`config.mk`:
```
export PLATFORM = sky130hd
export DESIGN_NAME = serial_addsub_resp
export DESIGN_NICKNAME = d
export VERILOG_FILES = /design/src/rtl/addsub_pkg.sv /design/src/rtl/full_adder_bit.sv /design/src/rtl/serial_addsub_resp.sv
export SDC_FILE = /design/constraint.sdc
export NUM_CORES = 1
export LEC_CHECK = 0
export CORE_MARGIN = 10
export CORE_UTILIZATION = 25
export CTS_CLUSTER_DIAMETER = 30
export DETAILED_ROUTE_END_ITERATION = 10
export HOLD_SLACK_MARGIN = 0.06
export MAX_ROUTING_LAYER = met4
export PLACE_DENSITY = 0.41
export SYNTH_ARGS = -nofsm -noshare
export SYNTH_HDL_FRONTEND = slang
export SYNTH_SLANG_ARGS = --single-unit
```
`constraint.sdc`:
```
create_clock -name CLK -period 2.38 [get_ports CLK]
set_clock_uncertainty 0.15 [all_clocks]
set_input_delay 0.238 -clock CLK [delete_from_list [all_inputs] [get_ports CLK]]
set_output_delay 0.238 -clock CLK [all_outputs]
set_load 0.02 [all_outputs]
```
`src/rtl/addsub_pkg.sv`:
```
// Shared types and constants for the bit-serial signed add/subtract responder.
package addsub_pkg;

    typedef enum logic [1:0] {
        IDLE = 2'd0,
        CALC = 2'd1,
        DONE = 2'd2
    } state_t;

    localparam logic OPT_ADD = 1'b0;
    localparam logic OPT_SUB = 1'b1;

    localparam int DEFAULT_WIDTH = 4;

endpackage

```
`src/rtl/full_adder_bit.sv`:
```
// Single-bit full adder, reused once per clock by the serial datapath.
module full_adder_bit (
    input  logic a,
    input  logic b,
    input  logic cin,
    output logic s,
    output logic cout
);

    assign s    = a ^ b ^ cin;
    assign cout = (a & b) | (a & cin) | (b & cin);

endmodule

```
`src/rtl/serial_addsub_resp.sv`:
```
// Bit-serial signed add/subtract responder: captures an operand pair, computes
// LSB-first one bit per clock, and returns a registered result plus overflow flag.
module serial_addsub_resp
    import addsub_pkg::*;
#(
    parameter int WIDTH = DEFAULT_WIDTH,
    parameter int CNT_W = $clog2(WIDTH)
) (
    input  logic             CLK,
    input  logic             RST,
    input  logic             in_valid,
    output logic             in_ready,
    input  logic [WIDTH-1:0] in_n0,
    input  logic [WIDTH-1:0] in_n1,
    input  logic             opt,
    output logic             out_valid,
    output logic [WIDTH-1:0] out_n,
    output logic             out_ovf
);

    state_t             state_q, state_d;
    logic [WIDTH-1:0]   a_q, a_d;
    logic [WIDTH-1:0]   b_q, b_d;
    logic               carry_q, carry_d;
    logic [CNT_W-1:0]   bit_cnt_q, bit_cnt_d;
    logic [WIDTH-1:0]   res_q, res_d;
    logic [WIDTH-1:0]   out_n_q, out_n_d;
    logic               out_ovf_q, out_ovf_d;
    logic               out_valid_q, out_valid_d;
    logic               in_ready_q, in_ready_d;

    logic               fa_s;
    logic               fa_cout;
    logic               last_bit;

    full_adder_bit u_fa (
        .a    (a_q[bit_cnt_q]),
        .b    (b_q[bit_cnt_q]),
        .cin  (carry_q),
        .s    (fa_s),
        .cout (fa_cout)
    );

    assign last_bit = (bit_cnt_q == CNT_W'(WIDTH - 1));

    // Subtraction is a + ~b + 1: the +1 enters as the initial carry.
    always_comb begin
        state_d     = state_q;
        a_d         = a_q;
        b_d         = b_q;
        carry_d     = carry_q;
        bit_cnt_d   = bit_cnt_q;
        res_d       = res_q;
        out_n_d     = out_n_q;
        out_ovf_d   = out_ovf_q;
        out_valid_d = 1'b0;
        in_ready_d  = in_ready_q;

        case (state_q)
            IDLE: begin
                if (in_valid && in_ready_q) begin
                    a_d        = in_n0;
                    b_d        = (opt == OPT_SUB) ? ~in_n1 : in_n1;
                    carry_d    = opt;
                    bit_cnt_d  = '0;
                    res_d      = '0;
                    in_ready_d = 1'b0;
                    state_d    = CALC;
                end
            end
            CALC: begin
                res_d   = {fa_s, res_q[WIDTH-1:1]};
                carry_d = fa_cout;
                if (last_bit) begin
                    out_n_d     = {fa_s, res_q[WIDTH-1:1]};
                    out_ovf_d   = carry_q ^ fa_cout;
                    out_valid_d = 1'b1;
                    state_d     = DONE;
                end else begin
                    bit_cnt_d = bit_cnt_q + CNT_W'(1);
                end
            end
            DONE: begin
                in_ready_d = 1'b1;
                state_d    = IDLE;
            end
            default: begin
                in_ready_d = 1'b1;
                state_d    = IDLE;
            end
        endcase
    end

    always_ff @(posedge CLK or posedge RST) begin
        if (RST) begin
            state_q     <= IDLE;
            a_q         <= '0;
            b_q         <= '0;
            carry_q     <= 1'b0;
            bit_cnt_q   <= '0;
            res_q       <= '0;
            out_n_q     <= '0;
            out_ovf_q   <= 1'b0;
            out_valid_q <= 1'b0;
            in_ready_q  <= 1'b1;
        end else begin
            state_q     <= state_d;
            a_q         <= a_d;
            b_q         <= b_d;
            carry_q     <= carry_d;
            bit_cnt_q   <= bit_cnt_d;
            res_q       <= res_d;
            out_n_q     <= out_n_d;
            out_ovf_q   <= out_ovf_d;
            out_valid_q <= out_valid_d;
            in_ready_q  <= in_ready_d;
        end
    end

    assign in_ready  = in_ready_q;
    assign out_valid = out_valid_q;
    assign out_n     = out_n_q;
    assign out_ovf   = out_ovf_q;

endmodule

```
Word level (Yosys, flattened, before mapping)
Index checks and enable logic that the tools add are counted.
{"block": "classes", "add_sub_neg": 1, "n_mul": 0, "div_mod_pow": 0, "magnitude_cmp": 1, "eq_ne": 5, "shift": 0, "muxes": 19, "bitwise": 10, "reduce_logical": 9}
{"cell": "$reduce_and A2 Y1", "count": 5}
{"cell": "$mux W2", "count": 4}
{"cell": "$mux W4", "count": 2}
{"cell": "$pmux W2 S2", "count": 2}
{"cell": "$pmux W4 S2", "count": 1}
{"cell": "$mux W1", "count": 6}
{"cell": "$ne A2 B2 Y1 const B", "count": 3}
{"cell": "$bmux W1 S2", "count": 2}
{"cell": "$not A4 Y4", "count": 1}
{"cell": "$pmux W1 S2", "count": 2}
{"cell": "$and A1 B1 Y1", "count": 3}
{"cell": "$lt A2 B3 Y1 const B", "count": 1}
{"cell": "$reduce_and A3 Y1", "count": 1}
{"cell": "$xor A1 B1 Y1", "count": 3}
{"cell": "$add A2 B1 Y2 const B", "count": 1}
{"cell": "$eq A2 B1 Y1 const B", "count": 1}
{"cell": "$eq A2 B2 Y1 const B", "count": 1}
{"cell": "$logic_not A2 Y1", "count": 1}
{"cell": "$or A1 B1 Y1", "count": 2}
{"cell": "$reduce_bool A2 Y1", "count": 1}
{"cell": "$logic_and A1 B1 Y1", "count": 1}
{"cell": "$not A1 Y1", "count": 1}
{"block": "totals", "reg_bits": 24, "latch_bits": 0, "ram_bits": 0, "mem_bits_ro": 0, "in_bits": 12, "out_inout_bits": 7, "word_cells": 55, "n_memories": 0}

Depth between registers and ports, before layout
Gate-level depths: netlist of the first run.
{"block": "depth", "word_depth": 6, "mapped_depth": 5, "depth_no_buf": 5}

Cells and area by module
A second synthesis of the first run with hierarchy kept.
{"block": "unflattened", "cells_unflattened": 79, "area_unflattened_um2": 998.5}
{"mod": "serial_addsub_resp", "n_inst": 1, "cells_each": 78, "area_each_um2": 978.4, "seq_area_each_um2": 576.8}
{"mod": "full_adder_bit", "n_inst": 1, "cells_each": 1, "area_each_um2": 20.0, "seq_area_each_um2": 0.0}

Worst setup path after synthesis of the first run
Ideal clock, no wire load.
{"block": "synth_path", "path_kind": "flip-flop to flip-flop", "startpoint": "register bit_cnt_q[0]", "endpoint": "register res_q[3]", "setup_ns": 0.082, "arrival_time_ns": 1.560, "required_ns": 2.148, "path_slack_ns": 0.588, "stages_incl_launch_ff": 5, "path_buffers": 0, "period_less_slack_ns": 1.792, "path_cell_list": "dfrtp_1 > mux4_2 > inv_1 > fa_1 > o22ai_1"}
{"block": "synth_between", "elab_chain_len": 5, "word_cells_on_any_way": 7, "classes_between": "mux (5); bitwise (2)"}
{"item": "from (decl)", "line_no": "serial_addsub_resp.sv:25", "source": "logic [CNT_W-1:0] bit_cnt_q, bit_cnt_d;"}
{"item": "from (signal assigned)", "line_no": "serial_addsub_resp.sv:111", "source": "bit_cnt_q <= bit_cnt_d;"}
{"item": "$bmux W1 S2, on equally long branches", "line_no": "serial_addsub_resp.sv:37, serial_addsub_resp.sv:38"}
{"item": "$mux W1, on equally long branches", "line_no": "serial_addsub_resp.sv:37, serial_addsub_resp.sv:38"}
{"item": "$xor A1 B1 Y1 * (2 in a row)", "line_no": "full_adder_bit.sv:10", "source": "assign s = a ^ b ^ cin;"}
{"item": "$pmux W4 S2 *", "line_no": "serial_addsub_resp.sv:59", "source": "case (state_q)"}
{"item": "to (signal assigned)", "line_no": "serial_addsub_resp.sv:112", "source": "res_q <= res_d;"}
{"item": "to (decl)", "line_no": "serial_addsub_resp.sv:26", "source": "logic [WIDTH-1:0] res_q, res_d;"}
Mark *: on every way between the ends. The rest lies on a longest branch, timed or not. The select of a mux whose other input is x is not followed.
A chain may end at the register's enable or synchronous reset.

Worst setup path after layout of the first run
{"block": "layout_path", "startpoint": "register bit_cnt_q[0]", "endpoint": "register out_n_q[3] (netlist: out_n[3])"}
{"block": "layout_between", "elab_chain_len": 4, "word_cells_on_any_way": 8, "classes_between": "eq/ne (1); mux (4); bitwise (2); reduce/logical (1)"}
{"item": "$bmux W1 S2, on equally long branches", "line_no": "serial_addsub_resp.sv:37, serial_addsub_resp.sv:38"}
{"item": "$mux W1, on equally long branches", "line_no": "serial_addsub_resp.sv:37, serial_addsub_resp.sv:38"}
{"item": "$xor A1 B1 Y1 (2 in a row)", "line_no": "full_adder_bit.sv:10"}
{"item": "to (signal assigned)", "line_no": "serial_addsub_resp.sv:113", "source": "out_n_q <= out_n_d;"}
{"item": "to (decl)", "line_no": "serial_addsub_resp.sv:27", "source": "logic [WIDTH-1:0] out_n_q, out_n_d;"}
Parallel ways exist; a longest one is shown, timed or not. The select of a mux whose other input is x is not followed.

==> out/qor.yml, run 1 <==
outcome: "finished, final reports clean"
power.internal_mw: 1.065
post-route-period-util_pct: 78.40
yosys-top-cells-area: "dfrtp_1 55%, mux2_2 9.0%, mux4_2 4.5%, xnor2_1 3.5%, nand2_1 3.4%"
die_h_um: 83.28
setup_viol: 0
p_comb_share_pct: 42.0
drv_cap: 0
worstSetupPathType: "reg2reg"
cts_buffer_depth: 2
synthTopCellsByCount: "22 x dfrtp_1, 9 x nand2_1, 8 x mux2_2"
tns_ns: 0
cp.arrival_ns: 1.89
ys_warn_count: 0
worst_pin_slew_ns: 0.3721
ys_async_sr_fraction_pct: 100.0
cts_sinks: 23
multi_input_area_um2: 375.4
tritoncts: "done"
hold_buffers: 0
synth_area_per_cell_um2: 12.21
slew_violations: 0
leakage_nw: 0.5644
vias: 639
die_w_um: 83.28
end_kind: "flop"
num_rows: 22
synth.distinct_cells: 24
syn_inst: 82
netlist_area_um2: 1001
path_max_fanout: 4
port_buffers: 18
slowest_delay_ns: 0.51
grt_pass1_vias: 660
cts_root_buf: "clkbuf_8"
rsz0062_at_grt: "no"
nNetsFinal: 118
finalHoldViolations: 0
yosysSeqAreaShare_pct: 57.62
place.detailed.instances: 147
min_path_type: "in2async"
powerDensity_nw_per_um2: 1258
worstPathCellList: "mux4_2 > inv_1 > fa_1 > o21ai_0"
ir_worst_vdd_mv: 0.4914
cts_buffers: 3
grt_first_pass_wirelength_um: 3208
cts_setup_buffers: 0
cp_top_family: "multiplexers"
total_power_mw: 1.608
antenna_found_initial: 0
drc: 0
viasPerCell: 4.232
diodes: 0
initial_core_util_pct: 26.54
place.gp.congestion: 0.6917
worstPathRequired_ns: 2.41
cts_htree_levels: 1
p_clk_share_pct: 14.8
period_needed_ns: 1.866
p_sw_uw: 543.3
insertion_delay_ns: 0.26
fill_cells: 377
dieArea_um2: 6935
dp_slack_ns: 0.5118
drt_iter0_drc: 27
synth_nets: 96
wl_um: 1812
seqPwrFrac_pct: 43.1
fmax_mhz: 535.9
timing.slew.headroom_pct: 75.12
timing.final.ws_setup_ns: 0.5140
post_drt_wl_per_cell_um: 12.00
core-area_um2: 3771
synth_flop_cell: "dfrtp_1"
pin_count: 19
hpwlAfterDp_um: 1384
drive_gt1_share_pct: 16.50
overflow: 0
startpoint_type: "flop"
path_buf_inv: 1
seq_area_um2: 576.8
yosys.area.top_type_share_pct: 55.00
instances_no_fill: 151
synth-edff-count: 0
synth_top_area_cell: "dfrtp_1"
grt_use_total_pct: 5.679
firstDrtPassIters: 2
drtAntennaViolNets: 0
area_growth_pct: 27.75
synth.most_common_cell: "dfrtp_1"
whs_ns: 0.1707
cts.repair.resized: 0
ys_seq_elements: 23
crit_slowest_cell: "mux4_2"
clk_pin_slew_worst_paths_ns: 0.08
netSwitchingFraction_pct: 33.78
grt_max_degree: 24
==> kinds of logic after synthesis <==
kind of cell	after synthesis	share of synthesized area, %
and+or+nand+nor	21	10.00
buffers and inverters	10	4.875
muxes	10	13.50
AOI/OAI and AO/OA	11	6.376
adders and majority gates	2	3.250
xor gates and xnor gates	5	4.375
DFF	23	57.63
==> per-layer routing <==
metal,GRT usage (%),share of wire [%],vias up
met5,-,0,-
met4,1.385,0.50,0
met3,2.539,5.1,2
met2,8.659,45,18
met1,6.659,49,302
li1,-,-,317
==> path summary, 6_finish.rpt <==
path / start / end / slack [ns] / cells after the start
setup reg to reg: bit_cnt_q[0] / out_n[3] / 0.51 / 4
hold / removal: RST / res_q[2] / 0.17 / 3
setup / recovery: bit_cnt_q[0] / out_n[3] / 0.51 / 4
min in group CLK: out_ovf / out_ovf / 0.34 / 2
hold reg to reg: out_ovf / out_ovf / 0.34 / 2
max in group asynchronous: RST / in_ready / 1.63 / 3
==> layout make-up <==
| class | count | area share (%) |
|---|---|---|
| sequential | 23 | 45.11 |
| inverter | 7 | 2.055 |
| tap | 48 | 4.697 |
| multi-input combinational | 49 | 29.35 |
| timing repair buffer | 20 | 15.26 |
| clock buffer | 4 | 3.522 |
==> power by group through the flow <==
stage | sequential, mW | clock, mW | combinational, mW
6_report | 0.694 | 0.239 | 0.676
3_5_place_dp | 0.708 | 0 | 0.692
2_1_floorplan | 0.732 | 0 | 0.453
4_1_cts | 0.700 | 0.253 | 0.692
3_3_place_gp | 0.703 | 0 | 0.684
5_1_grt | 0.723 | 0.268 | 0.757
==> registers in the layout (all words and copies together) (netlist names), 2 cells and up <==
name	flops
b_q	4
out_n	4
state_q	2
a_q	4
bit_cnt_q	2
res_q	3
==> cells in the final DEF, fill, tap and decap left out <==
cell and instances:
dfrtp_1 22, clkdlybuf4s50_1 18, nand2_1 9, mux2_2 8, nor2_1 7, inv_1 7
xnor2_1 4, a21oi_1 4, o21ai_0 4, clkbuf_8 3, mux4_2 2, buf_4 2
and4bb_2 1, nand3b_1 1, xor2_1 1, nand2b_1 1, o22ai_1 1, nor3b_1 1
a22o_1 1, o221ai_1 1, nor2b_1 1, fa_1 1, ha_1 1, clkbuf_1 1
dfstp_2 1
==> worst register-to-register path, cell delays in order, from the launching register on <==
cell and delay [ns]:
dfrtp_1 0.44, mux4_2 0.51, inv_1 0.09, fa_1 0.43
o21ai_0 0.17
==> through the flow <==
| step | cell area, µm² | utilization (%) |
|---|---|---|
| 3_5_place_dp | 1234 | 32.71 |
| 3_3_place_gp | 1234 | 32.71 |
| 5_1_grt | 1279 | 33.91 |
| 6_report | 1279 | 33.91 |
| 4_1_cts | 1279 | 33.91 |
| 2_1_floorplan | 1001 | - |
Note: power is estimated with default switching activity, not from simulation.
==> run 2: changes to the inputs <==
--- a/config.mk
+++ b/config.mk
@@ -11,7 +11,7 @@
 export DETAILED_ROUTE_END_ITERATION = 10
 export HOLD_SLACK_MARGIN = 0.06
 export MAX_ROUTING_LAYER = met4
-export PLACE_DENSITY = 0.41
+export PLACE_DENSITY = 0.43
 export SYNTH_ARGS = -nofsm -noshare
 export SYNTH_HDL_FRONTEND = slang
 export SYNTH_SLANG_ARGS = --single-unit
==> constraint.sdc (replaced) <==
create_clock -name CLK -period 1.5 [get_ports CLK]
set_clock_uncertainty 0.15 [all_clocks]
set_input_delay 0.15 -clock CLK [delete_from_list [all_inputs] [get_ports CLK]]
set_output_delay 0.15 -clock CLK [all_outputs]
set_load 0.02 [all_outputs]
==> out/qor.yml, run 2 (same netlist as run 1, synthesis figures left out) <==
drtAntennaViolNets: 0
place.detailed.instances: 158
grt_max_degree: 24
cts_buffer_depth: 2
viasPerCell: 4.120
setup_viol: 12
timing.final.ws_setup_ns: -0.2875
overflow: 0
finish.utilization_pct: 39.58
die_h_um: 83.28
post_drt_wl_per_cell_um: 12.48
placed_cell_area_um2: 1335
slew_violations: 0
timing.slew.headroom_pct: 79.64
cts_htree_levels: 1
startpoint: "bit_cnt_q[0]"
period_needed_ns: 1.788
final_common_cell: "dfrtp_1"
total_power_mw: 3.061
firstDrtPassIters: 3
clk_pin_slew_worst_paths_ns: 0.08
diodes: 0
worst_pin_slew_ns: 0.3044
path_max_fanout: 3
die_w_um: 83.28
powerDensity_nw_per_um2: 2050
p_comb_share_pct: 51.6
leakage_nw: 0.7018
cp.arrival_ns: 1.82
seqPwrFrac_pct: 35.9
post-route-period-util_pct: 119.2
antenna_found_initial: 0
grt_pass1_vias: 696
startpoint_type: "flop"
final_cell_mix: "21 x dfrtp_1, 12 x buf_4, 11 x clkdlybuf4s50_1"
area_growth_pct: 49.12
r2r-start: "bit_cnt_q[0]"
grt_first_pass_wirelength_um: 3339
netSwitchingFraction_pct: 33.42
dp_slack_ns: -0.3287
fill_cells: 368
power.internal_mw: 2.038
drc: 0
fmax_mhz: 559.4
pin_count: 19
nNetsFinal: 133
end_kind: "flop"
min_path_type: "in2async"
met3_usage_pct: 3.320
tritoncts: "done"
core-area_um2: 3771
tns_ns: -2.541
cts_root_buf: "clkbuf_8"
wl_um: 2072
cts_buffers: 3
whs_ns: 0.08236
p_clk_share_pct: 12.5
instances_no_fill: 166
drive_gt1_share_pct: 34.75
worstSetupPathType: "reg2reg"
initial_core_util_pct: 26.54
drv_cap: 0
insertion_delay_ns: 0.26
fin_area_um2: 1493
drt_iter0_drc: 22
port_buffers: 18
gr-usage-met1_pct: 7.187
ir_worst_vdd_mv: 0.9010
rsz0062_at_grt: "yes"
hpwlAfterDp_um: 1510
worstPathRequired_ns: 1.54
failed_checks: "setup timing"
busiest_layer: "met2"
use_met2_pct: 8.589
cts_sinks: 23
grt_use_total_pct: 5.890
finalHoldViolations: 0
vias: 684
outcome: "finished with violations"
num_rows: 22
p_sw_mw: 1.023
dieArea_um2: 6935
place.gp.congestion: 0.6998
[run 2: cell types whose count changed in the layout (fill, tap and decap cells not counted), sizes merged]
cell,before,now
buf,2,16
clkdlybuf4s50,18,11
dlygate4sd2,0,6
clkdlybuf4s15,0,1
clkinv,0,1
[run 2: cell type report]
class	instances	area, µm²	share of cell area [%]
Timing Repair Buffer	35	341.6	22.88
Multi-Input combinational cell	49	440.4	29.51
Clock inverter	1	5.005	0.3353
Inverter	7	26.28	1.760
Tap cell	48	60.06	4.023
Sequential cell	23	578.1	38.73
Clock buffer	3	41.29	2.766
[run 2: worst max-delay path, cell delays in order, from the launching register on]
cell     delay (ns)
dfrtp_2        0.40
mux4_2         0.51
inv_2          0.07
fa_1           0.42
o22ai_1        0.17
[run 2: what timing repair did]
item | in CTS | in global routing
pin swaps | 2 | 3
cloned | 0 | 1
gates resized for setup | 14 | 13
buffers inserted | 2 | 1
setup endpoints to repair | 24 | 20
hold buffers | 0 | 0
[run 2: power by group through the flow]
stage | registers [mW] | clock network (mW) | logic, mW
after floorplan | 1.16 | 0 | 0.782
after global placement | 1.10 | 0 | 1.36
after detailed placement | 1.11 | 0 | 1.39
after CTS | 1.10 | 0.406 | 1.44
after global routing | 1.14 | 0.440 | 1.75
final | 1.10 | 0.382 | 1.58
[run 2: per-layer routing]
layer	routed length (µm)	part of all wire (%)
met5	0	0
met4	0	0
met3	132	6.4
met1	964	47
met2	975	47
[run 2: path summary, 6_finish.rpt]
kind	cells after the start	end	slack [ns]
setup reg to reg	4	res_q[3]	-0.29
max in group asynchronous	3	in_ready	0.84
hold reg to reg	2	out_n[3]	0.34
setup / recovery	4	res_q[3]	-0.29
min in group CLK	2	out_n[3]	0.34
hold / removal	3	bit_cnt_q[1]	0.08
==> run 3: changes to the inputs <==
--- a/config.mk
+++ b/config.mk
@@ -5,7 +5,8 @@
 export SDC_FILE = /design/constraint.sdc
 export NUM_CORES = 1
 export LEC_CHECK = 0
-export CORE_MARGIN = 10
+export CORE_ASPECT_RATIO = 0.8
+export CORE_MARGIN = 4
 export CORE_UTILIZATION = 25
 export CTS_CLUSTER_DIAMETER = 30
 export DETAILED_ROUTE_END_ITERATION = 10
==> out/qor.yml, run 3 (same netlist as run 1, synthesis figures left out) <==
hpwlAfterDp_um: 1406
drtAntennaViolNets: 0
failed_checks: "setup timing"
setup_viol: 12
clk_pin_slew_worst_paths_ns: 0.08
diodes: 0
insertion_delay_ns: 0.26
drt_iter0_drc: 27
cp.arrival_ns: 1.82
final_cell_mix: "21 x dfrtp_1, 11 x clkdlybuf4s50_1, 11 x buf_4"
min_path_type: "reg2reg"
place.gp.congestion: 0.6803
powerDensity_nw_per_um2: 2004
worst_pin_slew_ns: 0.3114
core-area_um2: 3829
area_growth_pct: 46.63
grt_use_total_pct: 8.489
cts_sinks: 23
die_h_um: 64.60
r2r-start: "bit_cnt_q[0]"
cts_buffer_depth: 2
pin_count: 19
grt_pass1_vias: 721
post_drt_wl_per_cell_um: 10.56
drc: 0
finalHoldViolations: 0
period_needed_ns: 1.779
cts_buffers: 3
outcome: "finished with violations"
port_buffers: 18
wl_um: 1817
initial_core_util_pct: 26.14
die_w_um: 78.75
drv_cap: 0
startpoint_type: "flop"
antenna_found_initial: 0
fin_area_um2: 1468
total_power_mw: 2.941
grt_max_degree: 18
vias: 683
tritoncts: "done"
dieArea_um2: 5087
post-route-period-util_pct: 118.6
num_rows: 20
cts_htree_levels: 1
worstHoldPathCells: 2
overflow: 0
rsz0062_at_grt: "yes"
path_max_fanout: 3
timing.final.ws_setup_ns: -0.2788
drive_gt1_share_pct: 30.77
ir_worst_vdd_mv: 0.5969
worstSetupPathType: "reg2reg"
viasPerCell: 3.971
timing.slew.headroom_pct: 79.22
placed_cell_area_um2: 1356
worstPathRequired_ns: 1.54
startpoint: "bit_cnt_q[0]"
firstDrtPassIters: 4
slew_violations: 0
leakage_nw: 0.6891
cts_root_buf: "clkbuf_8"
regToRegSetupSlack_ns: -0.28
min-delay-start: "out_n[3]"
fmax_mhz: 562.2
end_kind: "flop"
nNetsFinal: 132
ff2ff_path_depth: 4
grt_first_pass_wirelength_um: 3249
final_common_cell: "dfrtp_1"
[run 3: area by class of cell]
cell class	count	area, µm²
multi-input cells	49	431.7
inverters	7	26.28
clock buffers	4	45.04
flip-flops and latches	23	578.1
repair buffers	34	317.8
fillers	389	2361
well taps	55	68.82
[run 3: path summary, 6_finish.rpt]
path,end
max in group asynchronous,in_ready
hold / removal,out_n[3]
setup reg to reg,res_q[3]
setup / recovery,res_q[3]
hold reg to reg,out_n[3]
min in group asynchronous,out_n[2]
[run 3: critical path, cell delays in order (launching register included)]
cell     delay (ns)
dfrtp_2        0.40
mux4_2         0.51
inv_2          0.07
fa_1           0.43
o22ai_1        0.15
[run 3: report_power, final]
group          leakage (nW)  internal, mW  switching, mW  total [mW]
clock                0.0228         0.190          0.197       0.386
combinational         0.386         0.862          0.611        1.47
sequential            0.280         0.916          0.165        1.08
total                 0.689          1.97          0.973        2.94
[run 3: layer usage]
| metal | global-route usage [%] | routed length [µm] |
|---|---|---|
| met3 | 3.333 | 110 |
| met1 | 10.32 | 887 |
| met4 | 2.620 | 8 |
| met2 | 13.03 | 811 |
| met5 | - | 0 |
[run 3: what timing repair did]
item	in CTS	in global routing
endpoints found under the hold margin	6	0
endpoints found under the setup margin	24	15
hold buffers	1	0
buffers inserted	0	2
resized for setup	13	8
pin swaps	3	2
[run 3: stage by stage]
step                util (%)  hold slack [ns]  setup WS (ns)  cells  setup TNS, ns
finish                 38.33           0.3418        -0.2788    172         -1.666
global route           38.33           0.3427        -0.3613    172         -2.578
CTS                    37.09           0.3383        -0.3246    170         -1.465
detailed placement     35.42           0.2766        -0.3074    165         -2.307
global placement       35.42           0.2690        -0.2729    165         -1.934
floorplan                  -         0.001183        -0.2798     82        -0.9920
